### config.mk
export PLATFORM = sky130hd
export DESIGN_NAME = lcd_de_rx_flat
export DESIGN_NICKNAME = d
export VERILOG_FILES = /design/src/rtl/lcd_pkg.sv /design/src/rtl/lcd_de_rx_if.sv /design/src/rtl/lcd_edge_sync.sv /design/src/rtl/lcd_de_rx.sv /design/src/flat_wrapper.sv
export SDC_FILE = /design/constraint.sdc
export NUM_CORES = 1
export LEC_CHECK = 0
export ABC_CLOCK_PERIOD_IN_PS = 7650
export CAP_MARGIN = 20
export CORE_MARGIN = 2
export CORE_UTILIZATION = 59
export DETAILED_ROUTE_END_ITERATION = 8
export DONT_BUFFER_PORTS = 1
export PLACE_DENSITY_LB_ADDON = 0.25
export SYNTH_ARGS = -nofsm -noshare
export SYNTH_HDL_FRONTEND = slang
export SYNTH_SLANG_ARGS = --single-unit
### constraint.sdc
create_clock -name clk -period 7.65 [get_ports clk]
set_clock_uncertainty 0.2 [all_clocks]
set_input_delay 1.53 -clock clk [delete_from_list [all_inputs] [get_ports clk]]
set_output_delay 1.53 -clock clk [all_outputs]
set_load 0.03 [all_outputs]
### src/rtl/lcd_pkg.sv
// Shared constants, widths and FSM encoding for the DE-mode LCD receiver.
package lcd_pkg;

  // Nominal panel timing (in pclk cycles / lines)
  localparam int unsigned LCD_H_ACTIVE   = 480;
  localparam int unsigned LCD_V_ACTIVE   = 272;
  localparam int unsigned LCD_H_BLANK    = 256;
  localparam int unsigned LCD_V_BLANK    = 45;
  localparam int unsigned LCD_VBLANK_MIN = 1024;

  // Coordinate and address widths
  localparam int unsigned X_W    = 10;
  localparam int unsigned Y_W    = 9;
  localparam int unsigned ADDR_W = 17;

  typedef enum logic [1:0] {
    StSearch = 2'd0,
    StVblank = 2'd1,
    StLine   = 2'd2,
    StHblank = 2'd3
  } rx_state_e;

endpackage

### src/rtl/lcd_de_rx_if.sv
// LCD bus plus recovered pixel stream. The panel side is master, the receiver is slave.
interface lcd_de_rx_if;
  import lcd_pkg::*;

  logic              pclk_in;
  logic              de_in;
  logic              r_in;
  logic              g_in;
  logic              b_in;
  logic              pix_valid;
  logic [X_W-1:0]    pix_x;
  logic [Y_W-1:0]    pix_y;
  logic [ADDR_W-1:0] pix_addr;
  logic [2:0]        pix_rgb;

  modport master (
    output pclk_in, de_in, r_in, g_in, b_in,
    input  pix_valid, pix_x, pix_y, pix_addr, pix_rgb
  );

  modport slave (
    input  pclk_in, de_in, r_in, g_in, b_in,
    output pix_valid, pix_x, pix_y, pix_addr, pix_rgb
  );

endinterface

### src/rtl/lcd_edge_sync.sv
// Synchronizer chain for the LCD bus and pclk rising-edge detect.
// de/rgb leave the same stage as pclk so they line up with the detected edge.
module lcd_edge_sync #(
  parameter int unsigned SYNC_STAGES = 2
) (
  input  logic       clk,
  input  logic       rst,
  input  logic       pclk_i,
  input  logic       de_i,
  input  logic [2:0] rgb_i,
  output logic       pclk_rise_o,
  output logic       de_o,
  output logic [2:0] rgb_o
);

  // Bit 4 = pclk, bit 3 = de, bits 2:0 = rgb
  logic [4:0] sync_q [SYNC_STAGES];
  logic [4:0] sync_d [SYNC_STAGES];
  logic       pclk_prev_q, pclk_prev_d;

  // Shift the bus through the chain and remember the last synchronized pclk
  always_comb begin
    sync_d[0] = {pclk_i, de_i, rgb_i};
    for (int i = 1; i < SYNC_STAGES; i++) begin
      sync_d[i] = sync_q[i-1];
    end
    pclk_prev_d = sync_q[SYNC_STAGES-1][4];
  end

  // Synchronizer and edge-history registers
  always_ff @(posedge clk) begin
    if (rst) begin
      for (int i = 0; i < SYNC_STAGES; i++) begin
        sync_q[i] <= '0;
      end
      pclk_prev_q <= 1'b0;
    end else begin
      sync_q      <= sync_d;
      pclk_prev_q <= pclk_prev_d;
    end
  end

  assign pclk_rise_o = sync_q[SYNC_STAGES-1][4] & ~pclk_prev_q;
  assign de_o        = sync_q[SYNC_STAGES-1][3];
  assign rgb_o       = sync_q[SYNC_STAGES-1][2:0];

endmodule

### src/rtl/lcd_de_rx.sv
// DE-mode LCD receiver: recovers pixel coordinates, frame-buffer address and colour,
// measures frame geometry and reports lock / sticky geometry errors.
module lcd_de_rx
  import lcd_pkg::*;
#(
  parameter int unsigned H_ACTIVE    = LCD_H_ACTIVE,
  parameter int unsigned V_ACTIVE    = LCD_V_ACTIVE,
  parameter int unsigned VBLANK_MIN  = LCD_VBLANK_MIN,
  parameter int unsigned SYNC_STAGES = 2
) (
  input  logic           clk,
  input  logic           rst,
  lcd_de_rx_if.slave     bus,
  output logic           frame_done,
  output logic [X_W-1:0] meas_width,
  output logic [Y_W-1:0] meas_height,
  output logic           locked,
  output logic           geom_err
);

  localparam int unsigned       CNT_W    = $clog2(VBLANK_MIN + 1);
  localparam logic [CNT_W-1:0]  CntLimit = CNT_W'(VBLANK_MIN);
  localparam logic [X_W-1:0]    XMax     = '1;
  localparam logic [Y_W-1:0]    YMax     = '1;
  localparam logic [X_W-1:0]    HExp     = X_W'(H_ACTIVE);
  localparam logic [Y_W-1:0]    VExp     = Y_W'(V_ACTIVE);

  logic       pclk_rise;
  logic       de_s;
  logic [2:0] rgb_s;

  lcd_edge_sync #(
    .SYNC_STAGES (SYNC_STAGES)
  ) u_edge_sync (
    .clk         (clk),
    .rst         (rst),
    .pclk_i      (bus.pclk_in),
    .de_i        (bus.de_in),
    .rgb_i       ({bus.r_in, bus.g_in, bus.b_in}),
    .pclk_rise_o (pclk_rise),
    .de_o        (de_s),
    .rgb_o       (rgb_s)
  );

  rx_state_e         state_q, state_d;
  logic [X_W-1:0]    x_q, x_d;
  logic [Y_W-1:0]    y_q, y_d;
  logic [ADDR_W-1:0] addr_q, addr_d;
  logic [ADDR_W-1:0] line_base_q, line_base_d;
  logic [CNT_W-1:0]  cnt_q, cnt_d, cnt_inc;
  logic              frame_ok_q, frame_ok_d;
  logic [1:0]        good_cnt_q, good_cnt_d;
  logic              pix_valid_q, pix_valid_d;
  logic [X_W-1:0]    pix_x_q, pix_x_d;
  logic [Y_W-1:0]    pix_y_q, pix_y_d;
  logic [ADDR_W-1:0] pix_addr_q, pix_addr_d;
  logic [2:0]        pix_rgb_q, pix_rgb_d;
  logic              frame_done_q, frame_done_d;
  logic [X_W-1:0]    meas_width_q, meas_width_d;
  logic [Y_W-1:0]    meas_height_q, meas_height_d;
  logic              locked_q, locked_d;
  logic              geom_err_q, geom_err_d;
  logic              err_evt;

  // Blank-edge counter saturates so a long stall in blank cannot wrap it
  assign cnt_inc = (cnt_q == CntLimit) ? cnt_q : cnt_q + CNT_W'(1);

  // Next-state, counters and output registers; all updates gated by a pclk edge
  always_comb begin
    state_d       = state_q;
    x_d           = x_q;
    y_d           = y_q;
    addr_d        = addr_q;
    line_base_d   = line_base_q;
    cnt_d         = cnt_q;
    frame_ok_d    = frame_ok_q;
    good_cnt_d    = good_cnt_q;
    pix_valid_d   = 1'b0;
    pix_x_d       = pix_x_q;
    pix_y_d       = pix_y_q;
    pix_addr_d    = pix_addr_q;
    pix_rgb_d     = pix_rgb_q;
    frame_done_d  = 1'b0;
    meas_width_d  = meas_width_q;
    meas_height_d = meas_height_q;
    locked_d      = locked_q;
    geom_err_d    = geom_err_q;
    err_evt       = 1'b0;

    if (pclk_rise) begin
      unique case (state_q)
        StSearch: begin
          if (de_s) begin
            cnt_d = '0;
          end else begin
            cnt_d = cnt_inc;
            if (cnt_inc == CntLimit) state_d = StVblank;
          end
        end
        StVblank: begin
          if (de_s) begin
            pix_valid_d = 1'b1;
            pix_x_d     = '0;
            pix_y_d     = '0;
            pix_addr_d  = '0;
            pix_rgb_d   = rgb_s;
            x_d         = X_W'(1);
            y_d         = '0;
            addr_d      = ADDR_W'(1);
            line_base_d = '0;
            frame_ok_d  = 1'b1;
            state_d     = StLine;
          end
        end
        StLine: begin
          if (de_s) begin
            pix_valid_d = 1'b1;
            pix_x_d     = x_q;
            pix_y_d     = y_q;
            pix_addr_d  = addr_q;
            pix_rgb_d   = rgb_s;
            if (x_q == XMax) begin
              err_evt = 1'b1;
            end else begin
              x_d    = x_q + X_W'(1);
              addr_d = addr_q + ADDR_W'(1);
            end
          end else begin
            meas_width_d = x_q;
            line_base_d  = line_base_q + ADDR_W'(x_q);
            cnt_d        = CNT_W'(1);
            state_d      = StHblank;
            if (x_q != HExp) err_evt = 1'b1;
          end
        end
        StHblank: begin
          if (de_s) begin
            if (y_q == YMax) begin
              err_evt = 1'b1;
            end else begin
              y_d = y_q + Y_W'(1);
            end
            pix_valid_d = 1'b1;
            pix_x_d     = '0;
            pix_y_d     = y_d;
            pix_addr_d  = line_base_q;
            pix_rgb_d   = rgb_s;
            x_d         = X_W'(1);
            addr_d      = line_base_q + ADDR_W'(1);
            state_d     = StLine;
          end else begin
            cnt_d = cnt_inc;
            if (cnt_inc == CntLimit) begin
              meas_height_d = (y_q == YMax) ? y_q : y_q + Y_W'(1);
              frame_done_d  = 1'b1;
              state_d       = StVblank;
              if (meas_height_d != VExp) begin
                err_evt = 1'b1;
              end else if (frame_ok_q) begin
                good_cnt_d = (good_cnt_q == 2'd2) ? 2'd2 : good_cnt_q + 2'd1;
                if (good_cnt_d == 2'd2) locked_d = 1'b1;
              end else begin
                good_cnt_d = '0;
              end
            end
          end
        end
        default: state_d = StSearch;
      endcase
    end

    // Any geometry fault breaks the current lock and the good-frame run
    if (err_evt) begin
      geom_err_d = 1'b1;
      locked_d   = 1'b0;
      good_cnt_d = '0;
      frame_ok_d = 1'b0;
    end
  end

  // State and output registers
  always_ff @(posedge clk) begin
    if (rst) begin
      state_q       <= StSearch;
      x_q           <= '0;
      y_q           <= '0;
      addr_q        <= '0;
      line_base_q   <= '0;
      cnt_q         <= '0;
      frame_ok_q    <= 1'b0;
      good_cnt_q    <= '0;
      pix_valid_q   <= 1'b0;
      pix_x_q       <= '0;
      pix_y_q       <= '0;
      pix_addr_q    <= '0;
      pix_rgb_q     <= '0;
      frame_done_q  <= 1'b0;
      meas_width_q  <= '0;
      meas_height_q <= '0;
      locked_q      <= 1'b0;
      geom_err_q    <= 1'b0;
    end else begin
      state_q       <= state_d;
      x_q           <= x_d;
      y_q           <= y_d;
      addr_q        <= addr_d;
      line_base_q   <= line_base_d;
      cnt_q         <= cnt_d;
      frame_ok_q    <= frame_ok_d;
      good_cnt_q    <= good_cnt_d;
      pix_valid_q   <= pix_valid_d;
      pix_x_q       <= pix_x_d;
      pix_y_q       <= pix_y_d;
      pix_addr_q    <= pix_addr_d;
      pix_rgb_q     <= pix_rgb_d;
      frame_done_q  <= frame_done_d;
      meas_width_q  <= meas_width_d;
      meas_height_q <= meas_height_d;
      locked_q      <= locked_d;
      geom_err_q    <= geom_err_d;
    end
  end

  assign bus.pix_valid = pix_valid_q;
  assign bus.pix_x     = pix_x_q;
  assign bus.pix_y     = pix_y_q;
  assign bus.pix_addr  = pix_addr_q;
  assign bus.pix_rgb   = pix_rgb_q;
  assign frame_done    = frame_done_q;
  assign meas_width    = meas_width_q;
  assign meas_height   = meas_height_q;
  assign locked        = locked_q;
  assign geom_err      = geom_err_q;

endmodule

### src/flat_wrapper.sv
// flat-port wrapper written by rule: the top's interface ports become plain ports
module lcd_de_rx_flat import lcd_pkg::*;
#(
  parameter int unsigned H_ACTIVE    = LCD_H_ACTIVE,
  parameter int unsigned V_ACTIVE    = LCD_V_ACTIVE,
  parameter int unsigned VBLANK_MIN  = LCD_VBLANK_MIN,
  parameter int unsigned SYNC_STAGES = 2
)
  (clk, rst, frame_done, meas_width, meas_height, locked, geom_err, bus_pclk_in, bus_de_in, bus_r_in, bus_g_in, bus_b_in, bus_pix_valid, bus_pix_x, bus_pix_y, bus_pix_addr, bus_pix_rgb);
  lcd_de_rx_if bus_i ();
  input  logic clk;
  input  logic rst;
  output logic frame_done;
  output logic [X_W-1:0] meas_width;
  output logic [Y_W-1:0] meas_height;
  output logic locked;
  output logic geom_err;
  input wire logic [$bits(bus_i.pclk_in)-1:0] bus_pclk_in;
  input wire logic [$bits(bus_i.de_in)-1:0] bus_de_in;
  input wire logic [$bits(bus_i.r_in)-1:0] bus_r_in;
  input wire logic [$bits(bus_i.g_in)-1:0] bus_g_in;
  input wire logic [$bits(bus_i.b_in)-1:0] bus_b_in;
  output wire logic [$bits(bus_i.pix_valid)-1:0] bus_pix_valid;
  output wire logic [$bits(bus_i.pix_x)-1:0] bus_pix_x;
  output wire logic [$bits(bus_i.pix_y)-1:0] bus_pix_y;
  output wire logic [$bits(bus_i.pix_addr)-1:0] bus_pix_addr;
  output wire logic [$bits(bus_i.pix_rgb)-1:0] bus_pix_rgb;
  assign bus_i.pclk_in = bus_pclk_in;
  assign bus_i.de_in = bus_de_in;
  assign bus_i.r_in = bus_r_in;
  assign bus_i.g_in = bus_g_in;
  assign bus_i.b_in = bus_b_in;
  assign bus_pix_valid = bus_i.pix_valid;
  assign bus_pix_x = bus_i.pix_x;
  assign bus_pix_y = bus_i.pix_y;
  assign bus_pix_addr = bus_i.pix_addr;
  assign bus_pix_rgb = bus_i.pix_rgb;
  lcd_de_rx #(.H_ACTIVE(H_ACTIVE), .V_ACTIVE(V_ACTIVE), .VBLANK_MIN(VBLANK_MIN), .SYNC_STAGES(SYNC_STAGES)) u_core (.clk(clk), .rst(rst), .bus(bus_i), .frame_done(frame_done), .meas_width(meas_width), .meas_height(meas_height), .locked(locked), .geom_err(geom_err));
endmodule
==> flow_summary.yaml, run 1 <==
routing:
  drt_iter0_drc: 725
  drtPass1Iterations: 5
  vias: 7013
  wl_per_cell_um: 18.1
  ant_nets: 0
  drt-vias-per-instance: 6.42
  drt-total-wl_mm: 19.8
  drc: 0
global_route:
  grt_start_max_net_pins: 102
  grt_pass1_vias: 6221
  track_usage_pct: 29.5
  met3_usage_pct: 7.36
  grt_antenna_before_repair: 0
  busiest_layer: "met2"
  met2_usage_pct: 45.6
  gr-total-overflow: 0
  grt_pass1_wl_mm: 31.7
  met1_usage_pct: 39.5
worst_hold_path:
  holdPathEnd: "u_core.u_edge_sync.rgb_o[1]"
  hold_class: "flip-flop to flip-flop"
  hp-start: "u_core.u_edge_sync.sync_d[1]"
  worstHoldPathCells: 1
clock_tree:
  numCtsBuffers: 17
  ctsHoldBuffers: 0
  worst_skew_pair.late_latency_ns: 0.44
  post_cts_buffers: 0
  clkSinkCount: 142
  cts.root.buffer_cell: "clkbuf_16"
  clkTransAtPathRegs_ns: 0.06
  cts_tree: "built"
  cts_resized: 0
  clockBufferDepth: 2
  htreeDepth: 4
yosys:
  synth_seq_area_share_pct: 37.7
  synthArstFlopShare_pct: 0
  synth_nets: 973
  syn_area_per_cell_um2: 7.94
  yosys_warnings: 0
  synth_ff_type: "dfxtp_1"
  syn_inst: 948
  ys_ff_latch: 142
  synth_edf_count: 0
  synth_cell_type_count: 73
  syn_area_mm2: 0.00753
critical_path:
  critPathArrivalTime_ns: 3.70
  path_class: "flip-flop to flip-flop"
  reg2reg_from: "u_core.state_q[0]"
  crit_required_ns: 7.76
  r2r_end: "u_core.addr_q[16]"
  r2r_setup_slack_ns: 4.06
  r2r_cells: 8
  start_kind: "flip-flop"
  critPathCaptureType: "flip-flop"
  critPathMaxFanout: 53
pwr:
  p_leak_nw: 2.70
  power_density_mw_per_mm2: 196
  vdd.ir_drop.worst_mv: 0.185
final_layout:
  syn_to_final_growth_pct: 8.21
  nets: 933
  diodes: 0
  mostFrequentLayoutCells: "dfxtp_1 (141), nand2_1 (126), a21oi_1 (92), nor2_1 (67), o21ai_0 (45)"
  drive_gt1_share_pct: 7.27
  final_common_cell: "dfxtp_1"
  design_area_mm2: 0.00815
timing:
  worst_hold_slack_ns: 0.235
  maxSlewViolCount: 0
  fmax_mhz: 279
  tns_ns: 0
  finalCritPeriodShare_pct: 46.9
  fin_ws_ns: 4.06
  rsz0062_at_grt: "no"
  finalCriticalPeriod_ns: 3.59
  final-setup-viol-count: 0
  slew-limit-headroom_pct: 30.8
  hold_viol: 0
  worst-slew-pin-transition_ns: 1.03
floorplan:
  die_h_um: 117
  row_count: 41
  initial_core_util_pct: 60.2
  dieWidth_um: 117
  pin_count: 69
  dieArea_mm2: 0.0137
  core_area_mm2: 0.0125
placed_design:
  dp_hpwl_mm: 12.9
  finalWeightedCongestion: 0.956
  numPortBuffers: 0
  dp_slack_ns: 3.87
  place_area_mm2: 0.00755
flow_run:
  cap_violations: 0
status:
  status: "complete, no violations"
==> flip-flops by register name, summed over array words and instances, names as in the netlist, 9 cells and up <==
name and count:
u_core.addr_q 17, u_core.meas_width 10, u_core.meas_height 9, u_core.bus.pix_y 9, u_core.cnt_q 11, u_core.y_q 9, u_core.bus.pix_addr 17, u_core.line_base_q 17
u_core.bus.pix_x 10, u_core.x_q 10
==> synth_stat cells, drive strengths merged (6+ instances only) <==
library cell / n / area, µm²
or3: 6 / 37.5
nand3: 37 / 185
nor2: 67 / 251
nor4: 12 / 81.3
o21ai: 49 / 245
a21oi: 92 / 460
nor3: 24 / 120
mux2: 15 / 169
buf: 9 / 45.0
and2: 9 / 56.3
xnor2: 18 / 158
nor2b: 14 / 87.6
a211oi: 10 / 80.1
o21a: 11 / 82.6
ha: 17 / 213
a31oi: 14 / 87.6
and4: 7 / 61.3
o211ai: 7 / 52.6
nand2: 126 / 473
and3: 14 / 87.6
nand2b: 6 / 37.5
clkbuf: 59 / 221
a311oi: 9 / 78.8
a22oi: 18 / 135
a211o: 6 / 52.6
o31ai: 7 / 52.6
inv: 23 / 86.3
nand4: 26 / 169
xor2: 8 / 70.1
mux2i: 10 / 100
o22ai: 6 / 37.5
dfxtp: 142 / 2840
==> critical path, stage by stage, from the launching register on <==
cell and delay [ns]:
dfxtp_2 0.31, buf_4 0.28, and2_1 0.23, buf_4 0.22
o21ai_0 0.59, nand4_1 0.58, nor4_1 0.68, mux2i_1 0.25
o211ai_1 0.10
==> through the flow <==
stage,std cells,utilization [%],power [mW]
floorplan,948,-,0.781
global placement,1060,60.3,0.779
detailed placement,1060,60.3,0.779
CTS,1092,65.0,1.60
global route,1093,65.1,1.63
finish,1093,65.1,1.60
==> area by class of cell <==
class / count / area (µm²)
well taps: 172 / 215
multi-input cells: 713 / 4340
flip-flops and latches: 142 / 2840
inverters: 25 / 93.8
repair buffers: 9 / 67.6
fillers: 1084 / 4370
clock buffers: 19 / 433
clock inverters: 13 / 156
==> per-layer routing <==
metal  routed length, µm  vias to the layer above
li1                    -                     3386
met1                8630                     3238
met2                8910                      331
met3                1660                       58
met4                 590                        0
met5                   0                        -
==> kinds of logic (layout without fill, tap and decap cells) <==
logic type | count (synthesis) | count (layout) | share of synthesized area [%]
simple gates | 367 | 367 | 24.0
compound gates | 276 | 276 | 23.7
buf+inv | 93 | 66 | 4.78
fa+ha+maj | 19 | 19 | 3.22
flops | 142 | 142 | 37.7
mux | 25 | 25 | 3.57
xor+xnor | 26 | 26 | 3.02
==> where the power goes <==
| part | total (mW) | internal, mW | switching [mW] | leakage [nW] |
|---|---|---|---|---|
| clock | 0.833 | 0.487 | 0.346 | 0.287 |
| combinational | 0.0188 | 0.00573 | 0.0131 | 1.26 |
| sequential | 0.744 | 0.742 | 0.00213 | 1.15 |
==> worst max-delay path by stage <==
stage	start	slack [ns]	to
2_1_floorplan	u_core.state_q[0]	4.52	u_core.addr_q[6]
3_3_place_gp	rst	3.89	u_core.y_q[3]
3_5_place_dp	rst	3.87	u_core.y_q[3]
4_1_cts	u_core.state_q[0]	4.16	u_core.addr_q[16]
5_1_grt	u_core.state_q[0]	3.78	u_core.addr_q[16]
6_report	u_core.state_q[0]	4.06	u_core.addr_q[16]
No activity file was read; power rests on OpenSTA's default activity.
==> run 2: changes to the inputs <==
ABC_CLOCK_PERIOD_IN_PS = 3220   (was 7650)
CORE_UTILIZATION = 58   (was 59)
clock period = 3.22 ns   (was 7.65 ns; I/O delays follow)
==> flow_summary.yaml, run 2 (synthesized netlist as in run 1, its figures left out) <==
status:
  status: "complete, no violations"
routing:
  vias: 7162
  ant_nets: 0
  drt-vias-per-instance: 6.46
  wl_per_cell_um: 18.7
  drt-total-wl_mm: 20.8
  drt_iter0_drc: 908
  drc: 0
  drtPass1Iterations: 5
critical_path:
  path_class: "flip-flop to flip-flop"
  critPathCaptureType: "flip-flop"
  start_kind: "flip-flop"
  critPathArrivalTime_ns: 3.02
  crit_required_ns: 3.37
  critPathMaxFanout: 8
global_route:
  met1_usage_pct: 42.8
  grt_pass1_vias: 6448
  grt_start_max_net_pins: 102
  busiest_layer: "met1"
  gr-total-overflow: 0
  grt_antenna_before_repair: 0
  met2_usage_pct: 42.0
  track_usage_pct: 30.0
  met3_usage_pct: 7.41
  grt_pass1_wl_mm: 33.8
floorplan:
  dieWidth_um: 118
  initial_core_util_pct: 59.4
  pin_count: 69
  core_area_mm2: 0.0127
  die_h_um: 118
  row_count: 41
  dieArea_mm2: 0.0139
clock_tree:
  numCtsBuffers: 17
  post_cts_buffers: 0
  clkSinkCount: 142
  cts.root.buffer_cell: "clkbuf_16"
  clkTransAtPathRegs_ns: 0.06
  cts_tree: "built"
  worst_skew_pair.late_latency_ns: 0.43
  ctsHoldBuffers: 0
  htreeDepth: 4
  cts_resized: 0
  clockBufferDepth: 2
final_layout:
  mostFrequentLayoutCells: "dfxtp_1 (141), nand2_1 (126), a21oi_1 (92), nor2_1 (67), o21ai_0 (45)"
  nets: 951
  nFillCells: 1076
  final_common_cell: "dfxtp_1"
  drive_gt1_share_pct: 9.07
  final_util_pct: 65.4
  finalNonFillerCells: 1109
  syn_to_final_growth_pct: 10.0
  diodes: 0
timing:
  worst-slew-pin-transition_ns: 0.841
  finalCritPeriodShare_pct: 89.3
  hold_viol: 0
  rsz0062_at_grt: "no"
  slew-limit-headroom_pct: 43.4
  tns_ns: 0
  finalCriticalPeriod_ns: 2.87
  maxSlewViolCount: 0
  fmax_mhz: 348
  final-setup-viol-count: 0
placed_design:
  dp_cells: 1079
  dp_hpwl_mm: 13.9
  finalWeightedCongestion: 0.993
  numPortBuffers: 0
worst_hold_path:
  hold_class: "input pin to flip-flop"
pwr:
  power_density_mw_per_mm2: 453
  p_leak_nw: 2.77
  vdd.ir_drop.worst_mv: 0.553
  fin_total_pwr_mw: 3.76
flow_run:
  cap_violations: 0
-- run 2: cell types whose count changed in the layout (fill, tap and decap cells not counted) --
| cell | previous run | this run |
|---|---|---|
| clkbuf_8 | 0 | 1 |
| inv_6 | 5 | 3 |
| clkinv_4 | 6 | 1 |
| buf_12 | 0 | 1 |
| clkinvlp_4 | 0 | 5 |
| clkbuf_1 | 2 | 0 |
| clkinv_2 | 0 | 1 |
| buf_4 | 9 | 26 |
-- run 2: through the flow --
stage / hold slack [ns] / setup slack, ns / area (µm²)
floorplan: 0.214 / 0.0930 / 7530
global placement: 0.217 / 0.445 / 7710
detailed placement: 0.227 / 0.399 / 7710
CTS: 0.0709 / 0.369 / 8280
global route: 0.0830 / 0.200 / 8280
finish: 0.0931 / 0.345 / 8280
-- run 2: worst paths after layout --
path | start | end | slack, ns | cells after the start
hold / removal | rst | u_core.meas_height[3] | 0.09 | 1
setup / recovery | u_core.cnt_q[3] | u_core.locked | 0.35 | 6
hold reg to reg | u_core.u_edge_sync.sync_d[3] | u_core.u_edge_sync.de_o | 0.24 | 1
setup reg to reg | u_core.cnt_q[3] | u_core.locked | 0.35 | 6
-- run 2: area by class of cell --
type / count / area (µm²) / area share [%]
inverters: 25 / 93.8 / 1.13
clock buffers: 18 / 439 / 5.30
clock inverters: 12 / 138 / 1.66
well taps: 172 / 215 / 2.60
multi-input cells: 713 / 4340 / 52.4
flip-flops and latches: 142 / 2840 / 34.3
repair buffers: 27 / 215 / 2.60
-- run 2: layer usage --
layer,wire (µm),up-vias
met4,643,0
met5,0,-
met1,9350,3327
met2,8820,358
li1,-,3429
met3,1980,48
-- run 2: worst max-delay path, cell delays in order, from the launching register on --
cell and delay, ns:
dfxtp_1 0.47, clkinv_1 0.23, or3_1 0.45, or4_4 0.44, and2_1 0.26, or4_4 0.54, a211oi_2 0.20
-- run 2: where the power goes --
part           total [mW]  internal (mW)  switching (mW)
Sequential           1.77           1.76         0.00546
Clock                1.94           1.16           0.781
Combinational      0.0483         0.0152          0.0331
